### src/rtl/sipo_pkg.sv
// Shared types and constants for the serial-in, parallel-out collector.
package sipo_pkg;

  typedef enum logic [1:0] {
    IDLE    = 2'd0,
    COLLECT = 2'd1,
    HOLD    = 2'd2
  } sipo_state_t;

  localparam int SIPO_DEFAULT_WIDTH = 16;

endpackage

### src/rtl/sipo_collector_if.sv
// Serial input strobe plus valid/ready word output of the SIPO collector.
interface sipo_collector_if
  import sipo_pkg::*;
#(
  parameter int WIDTH = SIPO_DEFAULT_WIDTH
);
  logic             start;
  logic             bit_valid;
  logic             bit_in;
  logic [WIDTH-1:0] word;
  logic             word_valid;
  logic             word_ready;
  logic             busy;
  logic             overrun;

  modport master (
    output start, bit_valid, bit_in, word_ready,
    input  word, word_valid, busy, overrun
  );

  modport slave (
    input  start, bit_valid, bit_in, word_ready,
    output word, word_valid, busy, overrun
  );
endinterface

### src/rtl/sipo_bit_counter.sv
// Modulo-WIDTH bit counter; last flags the final bit position of a word.
module sipo_bit_counter
  import sipo_pkg::*;
#(
  parameter int WIDTH = SIPO_DEFAULT_WIDTH
) (
  input  logic clk,
  input  logic rst,
  input  logic clr,
  input  logic inc,
  output logic last
);
  localparam int CW = $clog2(WIDTH);

  logic [CW-1:0] cnt;

  assign last = (cnt == CW'(WIDTH - 1));

  // NOTE: sequential state uses non-blocking assignments so every flop samples pre-edge values.
  always_ff @(posedge clk) begin
    if (rst || clr) begin
      cnt <= '0;
    end else if (inc) begin
      cnt <= last ? '0 : cnt + CW'(1);
    end
  end
endmodule

### src/rtl/sipo_collector.sv
// Serial-in, parallel-out collector: LSB-first bits shifted into a word, presented on valid/ready.
// Optional sticky overrun flag for bits arriving in HOLD is enabled by defining SIPO_OVERRUN_EN.
module sipo_collector
  import sipo_pkg::*;
#(
  parameter int WIDTH = SIPO_DEFAULT_WIDTH
) (
  input logic               clk,
  input logic               rst,
  sipo_collector_if.slave   bus
);
  sipo_state_t      state_q, state_d;
  logic [WIDTH-1:0] word_q, word_d;
  logic             cnt_clr, cnt_inc, cnt_last;

  sipo_bit_counter #(.WIDTH(WIDTH)) u_cnt (
    .clk  (clk),
    .rst  (rst),
    .clr  (cnt_clr),
    .inc  (cnt_inc),
    .last (cnt_last)
  );

`ifdef SIPO_OVERRUN_EN
  logic overrun_q, overrun_d;
`endif

  // NOTE: every always_comb output gets a default first, so no path can infer a latch.
  always_comb begin
    state_d = state_q;
    word_d  = word_q;
    cnt_clr = 1'b0;
    cnt_inc = 1'b0;
`ifdef SIPO_OVERRUN_EN
    overrun_d = overrun_q;
`endif
    unique case (state_q)
      IDLE: begin
        if (bus.start) begin
          state_d = COLLECT;
          word_d  = '0;
          cnt_clr = 1'b1;
`ifdef SIPO_OVERRUN_EN
          overrun_d = 1'b0;
`endif
        end
      end
      COLLECT: begin
        // A restart wins over a coincident bit, which is dropped.
        if (bus.start) begin
          word_d  = '0;
          cnt_clr = 1'b1;
        end else if (bus.bit_valid) begin
          word_d  = {bus.bit_in, word_q[WIDTH-1:1]};
          cnt_inc = 1'b1;
          if (cnt_last) state_d = HOLD;
        end
      end
      HOLD: begin
        if (bus.word_ready) state_d = IDLE;
`ifdef SIPO_OVERRUN_EN
        if (bus.bit_valid) overrun_d = 1'b1;
`endif
      end
      default: state_d = IDLE;
    endcase
  end

  always_ff @(posedge clk) begin
    if (rst) begin
      state_q <= IDLE;
      word_q  <= '0;
    end else begin
      state_q <= state_d;
      word_q  <= word_d;
    end
  end

`ifdef SIPO_OVERRUN_EN
  always_ff @(posedge clk) begin
    if (rst) overrun_q <= 1'b0;
    else     overrun_q <= overrun_d;
  end
  assign bus.overrun = overrun_q;
`else
  assign bus.overrun = 1'b0;
`endif

  // Status outputs decode straight from registers; no input reaches them combinationally.
  assign bus.word       = word_q;
  assign bus.word_valid = (state_q == HOLD);
  assign bus.busy       = (state_q == COLLECT);
endmodule

### src/flat_wrapper.sv
// flat-port wrapper written by rule: the top's interface ports become plain ports
module sipo_collector_flat import sipo_pkg::*;
#(
  parameter int WIDTH = SIPO_DEFAULT_WIDTH
)
  (clk, rst, bus_start, bus_bit_valid, bus_bit_in, bus_word_ready, bus_word, bus_word_valid, bus_busy, bus_overrun);
  sipo_collector_if #(.WIDTH(WIDTH)) bus_i ();
  input logic clk;
  input logic rst;
  input wire logic [$bits(bus_i.start)-1:0] bus_start;
  input wire logic [$bits(bus_i.bit_valid)-1:0] bus_bit_valid;
  input wire logic [$bits(bus_i.bit_in)-1:0] bus_bit_in;
  input wire logic [$bits(bus_i.word_ready)-1:0] bus_word_ready;
  output wire logic [$bits(bus_i.word)-1:0] bus_word;
  output wire logic [$bits(bus_i.word_valid)-1:0] bus_word_valid;
  output wire logic [$bits(bus_i.busy)-1:0] bus_busy;
  output wire logic [$bits(bus_i.overrun)-1:0] bus_overrun;
  assign bus_i.start = bus_start;
  assign bus_i.bit_valid = bus_bit_valid;
  assign bus_i.bit_in = bus_bit_in;
  assign bus_i.word_ready = bus_word_ready;
  assign bus_word = bus_i.word;
  assign bus_word_valid = bus_i.word_valid;
  assign bus_busy = bus_i.busy;
  assign bus_overrun = bus_i.overrun;
  sipo_collector #(.WIDTH(WIDTH)) u_core (.clk(clk), .rst(rst), .bus(bus_i));
endmodule
### config.mk
export PLATFORM = sky130hd
export DESIGN_NAME = sipo_collector_flat
export DESIGN_NICKNAME = d
export VERILOG_FILES = /design/src/rtl/sipo_pkg.sv /design/src/rtl/sipo_collector_if.sv /design/src/rtl/sipo_bit_counter.sv /design/src/rtl/sipo_collector.sv /design/src/flat_wrapper.sv
export SDC_FILE = /design/constraint.sdc
export NUM_CORES = 1
export LEC_CHECK = 0
export CORE_MARGIN = 10
export CORE_UTILIZATION = 49
export CTS_BUF_LIST = sky130_fd_sc_hd__clkbuf_4
export CTS_CLUSTER_DIAMETER = 100
export CTS_CLUSTER_SIZE = 16
export DETAILED_ROUTE_END_ITERATION = 6
export PLACE_DENSITY = 0.84
export SYNTH_ARGS = -nofsm -noshare
export SYNTH_HDL_FRONTEND = slang
export SYNTH_SLANG_ARGS = --single-unit
### constraint.sdc
create_clock -name clk -period 1.8 [get_ports clk]
set_input_delay 0.36 -clock clk [delete_from_list [all_inputs] [get_ports clk]]
set_output_delay 0.36 -clock clk [all_outputs]
set_load 0.01 [all_outputs]
==> out/summary.md, run 1 <==
The synthesized netlist devotes 1.31% of its cell area to adder and majority cells. The worst hold path depth is 2, and the worst-case reg-to-reg path depth is 3. Multiplexer cells account for 1.05% of the synthesized area. For the number of global-route vias before repair, the log shows 904. The first-pass GRT wire length is 4.39 mm, and the level count of the clock H-tree is 1. The category of the worst setup path capture point is a flop. Synthesis produced a netlist whose cell count is 113. Cells with a size suffix above 1 make up 13.5% of the layout.

For this design the ratio of total power to cell area is 712 nW/um^2. The initial utilization of the core area, before any placement, comes to 53.4%. The setup path with the least slack is of type in2reg. The logs give 1930 ps for the arrival time of the worst setup path and 9.88 ps for the final worst clock skew.

At the end of routability-driven placement, the weighted congestion stood at 0.796. The number of buffers added to fix hold violations after cts was 0; the cell area after synthesis was 952 um^2. The final layout contains routed wiring with a total length of 2.66 mm. In this run, CTS created clock tree buffers numbering 3.

The number of remaining DRC errors is 0, and the top cell type's share of synthesized area is 46.3%. Setup repair after global routing left no endpoint under its margin. The largest fanout on the critical path works out to 5. The sum of overflow across all layers after global routing is 0. The first detailed-routing pass ran for 4 iterations. The area overhead of the layout relative to synthesis is 39.9%. The clock period could shrink to 1690 ps.

Dividing the detail-routed wire length by the instance count gives 16.0 um. The final number of setup-violating endpoints is 0, and the initial detailed-routing violation count is 44. The vertical extent of the die came out at 64.1 um. The number of pins exceeding their max-slew limit in the final report is 0. The analysis attributes to cell leakage a power of 0.451 nW. The completed layout was analyzed and its total power is 0.949 mW.

For this design, the slowest cell found on the critical path is sky130_fd_sc_hd__or4_1. The die is 64.1 um wide. Of the available clock period, the critical path in the final layout requires 93.6%.

The logs give 1.86 mm for the estimated wirelength of the detail-placed design and 63.8% for the relative max-transition margin. Clock latency on the worst-skew pair, taken at its later pin, is 310 ps. The core region area was 1780 um^2; the number of synthesized register bits was 22. Entering global routing, the biggest net connects 17 pins. The logs give 0.593 GHz for the achievable frequency and 25 for the number of ports placed on the die boundary. The run finished with clean final reports. Using the TritonRoute via totals, the vias-per-cell ratio works out to 5.91. The post-synthesis cell type with the largest combined area is sky130_fd_sc_hd__dfxtp_1. In this run the remaining antenna-violating nets after routing total 0. The library cell used as clock root buffer is sky130_fd_sc_hd__clkbuf_4. The path with the worst hold slack has its endpoint at u_core.bus.word[12]$_SDFFE_PP0P_. After Yosys synthesis, XOR and XNOR cells account for 0.920% of the synthesized area. Global router's overall resource usage: 12.9%.

For flop-to-flop paths, the worst setup slack is 280 ps. The count of port buffers added during placement works out to 23. The logs give 981 for the total via count after detailed routing and 46.3% for the sequential element share of the synthesized area.

The tree built by TritonCTS fans out to 22 sinks. STA classifies the critical path startpoint as an input pin. The path class of the tightest hold or removal check is reg2reg. IR analysis of the VDD net gives a maximum drop of 0.381 mV.

The tools report the beginning of the worst hold path as u_core.bus.word[13]$_SDFFE_PP0P_. The area enclosed by the die boundary was 4110 um^2; the data required time of the critical path was 2040 ps. The initial antenna violation count was 0; the number of warnings issued by yosys was 0. The clock passes through at most 2 buffers. The run gives 0 as the number of hold violations in the final report. A synthesized cell averages 8.43 um^2. For this run, the share of the core covered by cells in the final layout is 74.7%. The number of nets in the finished design came out at 149. The number of buffers inserted to repair setup after CTS is 0, and the slew at the pin closest to its max-slew limit is 543 ps. Across the run, the number of max-cap violations was 0. Walking the worst path, the cells encountered are clkdlybuf4s50_1, or3b_1, or4_1, a21oi_1.

Summing the areas of all compound-gate instances in the mapped netlist gives 22.3% of the synthesized area. The beginning of the worst register-to-register path was u_core.state_q[1]$_SDFFE_PP0P_. The repair_antennas step left the layout with diodes totalling 0.

The worst register-to-register path ends at u_core.u_cnt.cnt[3]$_SDFFE_PP0P_. TritonCTS built the clock tree. By area the synthesized netlist is led by sky130_fd_sc_hd__dfxtp_1 46%, sky130_fd_sc_hd__a21oi_1 11%, sky130_fd_sc_hd__nand4_1 11%, sky130_fd_sc_hd__o21ai_0 8.9%, sky130_fd_sc_hd__clkbuf_1 3.5%. After Yosys synthesis, and, or, nand and nor cells account for 23.0% of the synthesized area.

The clock-pin transition on the worst setup and hold timing paths is 130 ps, and the number of nets in the synthesized netlist is 120. By area, the combinational part of the netlist is dominated by simple AND/OR/NAND/NOR gates. After floorplanning, the core was divided into 15 placement rows.

For the number of distinct library cell variants in the gate-level netlist after synthesis, the log shows 25. The largest single stage delay on the critical path is 510 ps.
## synth_stat cells
| cell | instances |
|---|---|
| sky130_fd_sc_hd__nand2_1 | 4 |
| sky130_fd_sc_hd__a21oi_1 | 21 |
| sky130_fd_sc_hd__a21o_1 | 2 |
| sky130_fd_sc_hd__nor3b_2 | 1 |
| sky130_fd_sc_hd__o31ai_1 | 1 |
| sky130_fd_sc_hd__mux2i_1 | 1 |
| sky130_fd_sc_hd__or3_1 | 1 |
| sky130_fd_sc_hd__nand2b_1 | 2 |
| sky130_fd_sc_hd__clkbuf_1 | 9 |
| sky130_fd_sc_hd__conb_1 | 1 |
| sky130_fd_sc_hd__dfxtp_1 | 22 |
| sky130_fd_sc_hd__ha_1 | 1 |
| sky130_fd_sc_hd__nor2_1 | 2 |
| sky130_fd_sc_hd__or4_1 | 2 |
| sky130_fd_sc_hd__nor2b_1 | 2 |
| sky130_fd_sc_hd__nor3b_1 | 1 |
| sky130_fd_sc_hd__o21ai_0 | 17 |
| sky130_fd_sc_hd__nor3_1 | 1 |
| sky130_fd_sc_hd__xnor2_1 | 1 |
| sky130_fd_sc_hd__nor4bb_1 | 1 |
| sky130_fd_sc_hd__clkinv_1 | 1 |
| sky130_fd_sc_hd__buf_4 | 1 |
| sky130_fd_sc_hd__nor4_1 | 1 |
| sky130_fd_sc_hd__nand4_1 | 16 |
| sky130_fd_sc_hd__or3b_1 | 1 |
## layout by cell type (no fill, tap or decap)
cell / count
sky130_fd_sc_hd__or4_1: 2
sky130_fd_sc_hd__nand2_1: 4
sky130_fd_sc_hd__dfxtp_4: 2
sky130_fd_sc_hd__nand2b_1: 2
sky130_fd_sc_hd__xnor2_1: 1
sky130_fd_sc_hd__dlygate4sd2_1: 1
sky130_fd_sc_hd__o31ai_1: 1
sky130_fd_sc_hd__a21oi_1: 20
sky130_fd_sc_hd__nor4bb_1: 1
sky130_fd_sc_hd__bufinv_16: 1
sky130_fd_sc_hd__o21ai_0: 17
sky130_fd_sc_hd__nor3_1: 1
sky130_fd_sc_hd__a21oi_2: 1
sky130_fd_sc_hd__ha_1: 1
sky130_fd_sc_hd__clkbuf_4: 3
sky130_fd_sc_hd__nor2b_1: 2
sky130_fd_sc_hd__a21o_1: 2
sky130_fd_sc_hd__nor3b_1: 1
sky130_fd_sc_hd__nor2_1: 2
sky130_fd_sc_hd__clkdlybuf4s50_1: 21
sky130_fd_sc_hd__clkinv_1: 1
sky130_fd_sc_hd__buf_12: 1
sky130_fd_sc_hd__buf_4: 10
sky130_fd_sc_hd__mux2i_1: 1
sky130_fd_sc_hd__dlymetal6s2s_1: 1
sky130_fd_sc_hd__dfxtp_1: 20
sky130_fd_sc_hd__nand4_1: 16
sky130_fd_sc_hd__conb_1: 1
sky130_fd_sc_hd__or3_1: 1
sky130_fd_sc_hd__nor3b_2: 1
sky130_fd_sc_hd__nor4_1: 1
sky130_fd_sc_hd__or3b_1: 1
## state kept, by name (all words and copies together) (netlist names)
| signal | cells |
|---|---|
| u_core.bus.word | 16 |
| u_core.state_q | 2 |
| u_core.u_cnt.cnt | 4 |
## worst max-delay path, delay by kind of cell
kind                   cells  cell delay (ps)
buffers and inverters      1              490
AOI/OAI and AO/OA          1              150
and+or+nand+nor            2              920
## cell families (layout without fill, tap and decap cells)
family	count (synthesis)	after routing
AOI/OAI and AO/OA	41	41
xor gates and xnor gates	1	1
adders and majority gates	1	1
buffers and inverters	11	39
DFF	22	22
muxes	1	1
other	1	1
and+or+nand+nor	35	35
## area by class of cell
cell class	count	area, um^2
multi-input combinational	80	470
fill	137	450
timing repair buffer	34	327
tap	25	31.3
clock inverter	1	30.0
inverter	1	3.75
clock buffer	3	22.5
sequential	22	448
## through the flow
step | cells | TNS (ps) | hold slack, ps | cell area [um^2] | worst slack [ps]
6_report | 166 | 0 | 493 | 1330 | 114
4_1_cts | 166 | 0 | 490 | 1330 | 16.1
2_1_floorplan | 113 | 0 | 452 | 952 | 203
3_5_place_dp | 162 | -3700 | 476 | 1270 | -254
5_1_grt | 166 | 0 | 524 | 1330 | 84.5
3_3_place_gp | 162 | -1930 | 460 | 1270 | -122
## worst max-delay path by stage
| stage | start | end | slack (ps) | depth (start not counted) |
|---|---|---|---|---|
| 2_1_floorplan | bus_start | u_core.u_cnt.cnt[3]$_SDFFE_PP0P_ | 200 | 4 |
| 3_3_place_gp | bus_start | u_core.bus.word[6]$_SDFFE_PP0P_ | -120 | 4 |
| 3_5_place_dp | bus_start | u_core.bus.word[0]$_SDFFE_PP0P_ | -250 | 4 |
| 4_1_cts | u_core.state_q[0]$_SDFFE_PP0P_ | bus_busy | 20 | 2 |
| 5_1_grt | bus_start | u_core.u_cnt.cnt[3]$_SDFFE_PP0P_ | 80 | 4 |
| 6_report | bus_start | u_core.u_cnt.cnt[3]$_SDFFE_PP0P_ | 110 | 4 |
## power breakdown
group	total (mW)	leakage [nW]	switching, mW	internal, mW
Combinational	0.0801	0.244	0.0429	0.0372
Sequential	0.492	0.179	0.00468	0.488
Clock	0.377	0.0279	0.152	0.225
## repair_timing
item	4_1_cts	5_1_grt
gates cloned	0	0
resized for setup	5	2
setup endpoints to repair	2	17
hold endpoints to repair	0	0
## routing by layer
layer | global-route usage, % | wire [um] | up-vias
li1 | - | - | 479
met1 | 14.7 | 1110 | 461
met2 | 21.4 | 1280 | 37
met3 | 5.05 | 235 | 4
met4 | 4.64 | 44 | 0
met5 | 0 | 0 | -
Power figures use the tool's default switching activity.
==> run 2: changes to the inputs <==
--- a/config.mk
+++ b/config.mk
@@ -5,13 +5,14 @@
 export SDC_FILE = /design/constraint.sdc
 export NUM_CORES = 1
 export LEC_CHECK = 0
-export CORE_MARGIN = 10
+export CORE_MARGIN = 1.5
 export CORE_UTILIZATION = 49
 export CTS_BUF_LIST = sky130_fd_sc_hd__clkbuf_4
 export CTS_CLUSTER_DIAMETER = 100
 export CTS_CLUSTER_SIZE = 16
 export DETAILED_ROUTE_END_ITERATION = 6
 export PLACE_DENSITY = 0.84
+export REMOVE_ABC_BUFFERS = 1
 export SYNTH_ARGS = -nofsm -noshare
 export SYNTH_HDL_FRONTEND = slang
 export SYNTH_SLANG_ARGS = --single-unit
==> run 2 against run 1 <==
Clock skew is 4.7 ps lower. Design area down 0.47%. Core utilization is 0.35 points lower. Combinational power decreased by 4.9%. Register-to-register slack is essentially flat. Sequential share of layout area about the same. Die area decreased by 46%. Sequential power barely moved. Clock power barely moved. Critical endpoint unchanged. Largest power group unchanged.
==> out/summary.md, run 2 (same netlist as run 1, synthesis figures left out) <==
The switching share of power came out at 20.5% (-0.54 points). The flow ran to the end, and the final reports show no timing, DRC or antenna violations. The run gives 8.1% (-0.3 points) as the power share of the combinational group. The global-route met3 utilization was 3.85% (-1.2 points); the remaining antenna violation count was 0 (unchanged).

Number of ports placed on the die boundary: 25 (unchanged). The total wirelength of the detailed-routed design is 2.20 mm (-17%). The static power due to leakage was 0.459 nW (+1.9%). The final worst clock skew is 5.13 ps (-4.75 ps). Count of port buffers added during placement: 23 (unchanged).

The min-delay analysis places its worst path in the category reg2reg. For the setup slack after placement, the log shows -287 ps (-33.4 ps). The number of flip-flops in the largest register is 16 (unchanged), and the number of buffers added to fix hold violations after cts is 0 (unchanged). The largest fanout on the critical path was 5 (unchanged). Number of sinks driven by the clock tree: 22 (unchanged). TritonCTS built the clock tree. The cell area after placement came out at 1260 um^2 (-0.59%). The logs give 2 (unchanged) for the maximum number of buffers from clock root to sink and 39.6% (about the same) for the share of total power in the clock network. The run gives 0 (unchanged) as the number of pins exceeding their max-slew limit in the final report. The run gives 59.9% (-3.9 points) as the relative max-transition margin. The number of global-route vias before repair is 843 (-6.7%), and the number of detailed-routing iterations run before antenna repair is 4 (unchanged).

The total non-filler cell area in the finished layout is 1330 um^2 (-0.47%). The logs give 0 (unchanged) for the final number of setup-violating endpoints and 1 (unchanged) for the level count of the clock H-tree. The initial antenna violation count was 0 (unchanged). The logs give 2040 ps (about the same) for the data required time of the critical path and 0.600 GHz (+1.2%) for the achievable frequency. The global routing met2 resource utilization was 34.5% (+13 points); the number of hold violations in the final report was 0 (unchanged). STA classifies the critical path startpoint as an input pin. The critical path startpoint is bus_start.

The met1 demand-to-capacity share in global routing was 30.6% (+16 points). The number of placed instances with taps included came out at 161 (-0.62%). For the sum of overflow across all layers after global routing, the log shows 0 (unchanged). The beginning of the worst hold path was u_core.u_cnt.cnt[3]$_SDFFE_PP0P_. The worst setup path is of the in2reg kind. Leaving out fill and tap cells, the most frequent cell in the layout is sky130_fd_sc_hd__clkdlybuf4s50_1. Power per standard cell area: 711 nW/um^2 (-0.18%). The peak ir drop on the vdd network was 0.596 mV (+57%). The library cell used as clock root buffer was sky130_fd_sc_hd__clkbuf_4.

The sequential fraction of design power was 52.3% (+0.4 points). The area enclosed by the die boundary is 2220 um^2 (-46%). Setup repair after global routing left no endpoint under its margin.

The final cell count without fillers was 165 (-0.60%). The number of remaining DRC errors was 0 (unchanged). The global router's overall resource usage was 22.4% (+9.5 points).

The arrival time of the worst setup path was 1910 ps (-20 ps); the estimated wirelength of the detail-placed design was 1.49 mm (-20%). The logs give 148 (-0.67%) for the number of nets in the finished design and 0 ps (unchanged) for the final setup TNS. Relative to the synthesized area, the layout overhead comes to 39.3%. The final antenna diode count came out at 0 (unchanged).

The core region area was 1780 um^2 (unchanged); the part of the cycle the worst path needs was 92.6% (-1.1 points). The most used routing layer in global routing was met2. Via density per instance: 5.76 (-2.5%). The slew at the pin closest to its max-slew limit is 602 ps (+58.6 ps), and the post-route worst setup slack is 134 ps (+19.3 ps). The worst register-to-register path begins at u_core.state_q[0]$_SDFFE_PP0P_. The fraction of layout instances using a drive strength above 1 is 12.9% (-0.62 points).

The die width is 47.1 um (-27%), and the power dissipated by switching net loads is 0.193 mW (-3.2%). Max-cap violation count: 0 (unchanged). The first-pass GRT wire length is 3.53 mm (-20%).

The pin count of the biggest net entering global routing is 20 (+3), and the clock insertion delay at the later pin of the skew report is 310 ps (about the same). The internal power component is 0.750 mW (about the same), and the floorplan row count is 15 (unchanged). The number of buffers inserted during clock tree synthesis is 3 (unchanged). Weighted congestion reported at the end of routability-driven placement: 0.875 (+9.9%). The run gives 74.4% (-0.35 points) as the share of the core filled with cells in the final layout. The vertical extent of the die works out to 47.1 um (-27%). Wire length per cell: 13.3 um (-17%). The clock period minus final worst setup slack came out at 1670 ps (-19.3 ps).

Initial cell density of the core: 53.4% (unchanged). The run gives 36 (-18%) as the initial detailed-routing violation count. The total via count after detailed routing is 951 (-3.1%), and the number of buffers inserted to repair setup after CTS is 0 (unchanged).

STA classifies the critical path endpoint as a flop. Clock-pin transition on the worst setup and hold timing paths: 120 ps (about the same). The top cell types in the final layout, fill and taps aside, are 21 x sky130_fd_sc_hd__clkdlybuf4s50_1, 20 x sky130_fd_sc_hd__a21oi_1, 20 x sky130_fd_sc_hd__dfxtp_1.
==> run 2: changes by cell type in the layout (fill, tap and decap cells not counted), sizes merged <==
cell,previous run,this run
dlymetal6s2s,1,2
dlygate4sd2,1,0
buf,11,10
==> run 2: through the flow <==
step	power [mW]	hold slack, ps
global route	0.980	518
detailed placement	0.579	473
global placement	0.578	456
finish	0.943	497
floorplan	0.530	429
CTS	0.949	496
==> run 2: worst max-delay path, cell delays in order <==
cell and delay (ps):
sky130_fd_sc_hd__clkdlybuf4s50_1 480, sky130_fd_sc_hd__or3b_1 400, sky130_fd_sc_hd__or4_1 510, sky130_fd_sc_hd__a21oi_1 150
==> run 2: what timing repair did <==
| item | 4_1_cts | 5_1_grt |
|---|---|---|
| resized for setup | 3 | 3 |
| hold endpoints to repair | 0 | 0 |
| endpoints found under the setup margin | 2 | 17 |
==> run 2: layer usage <==
layer	vias up	routed length, um	part of all wire, %
met5	-	0	0
met4	0	48	2.2
met3	6	118	5.4
met2	43	1020	46
met1	430	1010	46
li1	472	-	-
==> run 2: power groups by stage <==
stage | combinational, mW | clock (mW) | sequential (mW)
after floorplan | 0.0269 | 0 | 0.503
after global placement | 0.0738 | 0 | 0.504
after detailed placement | 0.0748 | 0 | 0.504
after CTS | 0.0753 | 0.380 | 0.493
after global routing | 0.0823 | 0.403 | 0.494
final | 0.0762 | 0.374 | 0.493
==> run 2: worst paths after layout <==
kind,end,slack (ps),cells past startpoint
setup / recovery,u_core.u_cnt.cnt[3]$_SDFFE_PP0P_,130,4
hold / removal,u_core.u_cnt.cnt[3]$_SDFFE_PP0P_,500,2
setup reg to reg,u_core.u_cnt.cnt[3]$_SDFFE_PP0P_,280,3
hold reg to reg,u_core.u_cnt.cnt[3]$_SDFFE_PP0P_,500,2
==> run 2: final cells by class <==
class                           count  area [um^2]
Multi-Input combinational cell     80          470
Fill cell                         135          457
Sequential cell                    22          445
Timing Repair Buffer               33          323
Tap cell                           25         31.3
Clock inverter                      1         30.0
Clock buffer                        3         22.5
Inverter                            1         3.75
==> run 3: changes to the inputs <==
--- a/config.mk
+++ b/config.mk
@@ -11,7 +11,7 @@
 export CTS_CLUSTER_DIAMETER = 100
 export CTS_CLUSTER_SIZE = 16
 export DETAILED_ROUTE_END_ITERATION = 6
-export PLACE_DENSITY = 0.84
+export PLACE_DENSITY_LB_ADDON = 0.12
 export REMOVE_ABC_BUFFERS = 1
 export SYNTH_ARGS = -nofsm -noshare
 export SYNTH_HDL_FRONTEND = slang
==> run 3 against run 2 <==
Critical path depth unchanged. Setup slack improved by 16 ps. Final cell count is 1.2% higher. Die area unchanged. Critical endpoint unchanged. Clock skew down 4.0 ps. Sequential share of layout area decreased by 0.38 points. Power rose by 1.6%.
==> out/summary.md, run 3 (same netlist as run 1, synthesis figures left out) <==
Initial detailed-routing violation count: 25 (-31%). For the pin count of the biggest net entering global routing, the log shows 17 (-15%). The flow ran to the end, and the final reports show no timing, DRC or antenna violations.

The run gives 0.606 GHz (+0.98%) as the achievable frequency. TritonCTS built the clock tree. The die width works out to 47.1 um (unchanged). The tools report the number of buffers inserted during clock tree synthesis as 3 (unchanged). The tools report the arrival time of the worst setup path as 1900 ps (about the same). In this design, the largest share of critical-path delay is due to simple AND/OR/NAND/NOR gates. Data required time of the critical path: 2050 ps (about the same). The tools report the number of sinks driven by the clock tree as 22 (unchanged).

For the number of nets in the finished design, the log shows 150 (+1.4%). The floorplan row count is 15 (unchanged), and the number of detailed-routing iterations run before antenna repair is 4 (unchanged). The worst setup path is launched from an input pin. The static power due to leakage was 0.445 nW (-3.0%). The number of ports placed on the die boundary is 25 (unchanged). The category of the worst setup path capture point was a flop. The final-layout fill cell count is 134 (-0.74%). Met2 wire length: 1.09 mm (+7.3%). The count of buffering cells on the critical path with inverters included is 1 (unchanged), and the via density per instance is 5.99 (+3.9%). Setup repair after global routing left no endpoint under its margin. Type of the worst setup path: in2reg. The number of buffers inserted to repair setup after CTS is 0 (unchanged), and the biggest cell delay along the critical path is 510 ps (about the same). The tools report the final setup TNS as 0 ps (unchanged). The tree is rooted in a sky130_fd_sc_hd__clkbuf_4. Estimated wirelength of the detail-placed design: 1.58 mm (+5.9%).

The tools report the sum of overflow across all layers after global routing as 0 (unchanged). Weighted congestion reported at the end of routability-driven placement: 0.790 (-9.7%). The run gives 310 ps (about the same) as the clock insertion delay at the later pin of the skew report. The highest routed metal layer was met4. The logs give 1 (unchanged) for the level count of the clock H-tree and 0 (unchanged) for the max-cap violation count. For the number of remaining DRC errors, the log shows 0 (unchanged).

Number of hold violations in the final report: 0 (unchanged). The clock period minus final worst setup slack works out to 1650 ps (-16.1 ps). Compared with the post-synthesis result, the final layout area differs by 39.7%.

The initial antenna violation count was 0 (unchanged); the final cell count without fillers was 167 (+1.2%). The logs give 155 um (+31%) for the met3 wirelength from detailed routing and 2.32 mm (+5.5%) for the total wirelength of the detailed-routed design. The final antenna diode count was 0 (unchanged). The library cells used most frequently in the layout, excluding fill and tap cells, are 21 x sky130_fd_sc_hd__clkdlybuf4s50_1, 21 x sky130_fd_sc_hd__dfxtp_1, 20 x sky130_fd_sc_hd__a21oi_1. Slew at the pin closest to its max-slew limit: 607 ps (+5.64 ps). The run gives 74.6% (+0.21 points) as the share of the core filled with cells in the final layout. The clock-pin transition on the worst setup and hold timing paths was 130 ps (about the same). The maximum number of buffers from clock root to sink was 2 (unchanged); the largest fanout on the critical path was 5 (unchanged). The tools report the area enclosed by the die boundary as 2220 um^2 (unchanged). The count of port buffers added during placement is 23 (unchanged), and the relative max-transition margin is 59.5% (-0.38 points). The number of flip-flops in the largest register is 16 (unchanged). The power per standard cell area was 721 nW/um^2 (+1.3%).

The peak ir drop on the vdd network was 0.469 mV (-21%). The fraction of layout instances using a drive strength above 1 is 13.4% (+0.52 points). The cell with the largest stage delay on the worst path is sky130_fd_sc_hd__or4_1. For the number of pins exceeding their max-slew limit in the final report, the log shows 0 (unchanged). The logs give 824 (-2.3%) for the number of global-route vias before repair and 23.2% (+0.81 points) for the global router's overall resource usage.

Traced cell by cell, the critical path runs through clkdlybuf4s50_1, or3b_1, or4_1, a21oi_1. The wire length per cell was 13.9 um (+4.2%). Final worst clock skew: 1.12 ps (-4.01 ps). The type of the most critical hold path was reg2reg.

The tools report the total via count after detailed routing as 1,000 (+5.2%). The run gives -241 ps (+46.3 ps) as the setup slack after placement. The post-route worst setup slack is 150 ps (+16.1 ps). The first-pass GRT wire length is 3.64 mm (+3.1%), and the final number of setup-violating endpoints is 0 (unchanged). The remaining antenna violation count was 0 (unchanged); the overall power of the completed layout was 0.958 mW (+1.6%). The logs give 1.06 mm (+4.1%) for the detailed-route wire length on metal 1 and 0 (unchanged) for the number of buffers added to fix hold violations after cts. The vertical extent of the die came out at 47.1 um (unchanged). The run gives 1780 um^2 (unchanged) as the core region area. Part of the cycle the worst path needs: 91.7% (-0.89 points). The number of placed instances with taps included was 163 (+1.2%); the initial cell density of the core was 53.4% (unchanged).
run 3: cell types whose count changed in the layout (fill, tap and decap cells not counted), sizes merged:
cell | before | now
dlygate4sd2 | 0 | 2
buf | 10 | 12
dlymetal6s2s | 2 | 0
run 3: layout make-up:
type | instances | area [um^2] | share of cell area, %
sequential | 22 | 442 | 33.2
timing repair buffer | 35 | 330 | 24.8
tap | 25 | 31.3 | 2.35
multi-input combinational | 80 | 470 | 35.4
clock inverter | 1 | 30.0 | 2.26
clock buffer | 3 | 22.5 | 1.69
inverter | 1 | 3.75 | 0.282
run 3: worst paths after layout:
check	startpoint	endpoint	slack (ps)	cells after the start
worst max-delay path	bus_start	u_core.u_cnt.cnt[3]$_SDFFE_PP0P_	150	4
worst min-delay path	u_core.bus.word[0]$_SDFFE_PP0P_	u_core.bus.word[0]$_SDFFE_PP0P_	480	2
worst max register to register	u_core.state_q[0]$_SDFFE_PP0P_	u_core.u_cnt.cnt[3]$_SDFFE_PP0P_	270	3
worst min register to register	u_core.bus.word[0]$_SDFFE_PP0P_	u_core.bus.word[0]$_SDFFE_PP0P_	480	2
run 3: timing repair:
action                                  4_1_cts  5_1_grt
endpoints found under the setup margin        2        9
gates resized for setup                       3        1
cloned                                        0        0
run 3: worst register-to-register path, cell delays in order (launching register included):
cell                      delay, ps
sky130_fd_sc_hd__dfxtp_2        430
sky130_fd_sc_hd__or3b_1         380
sky130_fd_sc_hd__or4_1          510
sky130_fd_sc_hd__a21oi_1        150
run 3: power by group:
part | switching (mW) | internal, mW | total [mW]
logic | 0.0414 | 0.0365 | 0.0779
registers | 0.00437 | 0.490 | 0.494
clock network | 0.161 | 0.225 | 0.386
run 3: routing by layer:
layer	vias to the layer above	global-route usage (%)
met5	-	0
li1	475	-
met2	43	36.2
met4	0	6.67
met3	2	5.77
met1	480	32.0
run 3: stage by stage:
| stage | hold slack [ps] | area, um^2 |
|---|---|---|
| floorplan | 429 | 911 |
| global placement | 467 | 1270 |
| detailed placement | 471 | 1270 |
| CTS | 489 | 1330 |
| global route | 524 | 1330 |
| finish | 485 | 1330 |
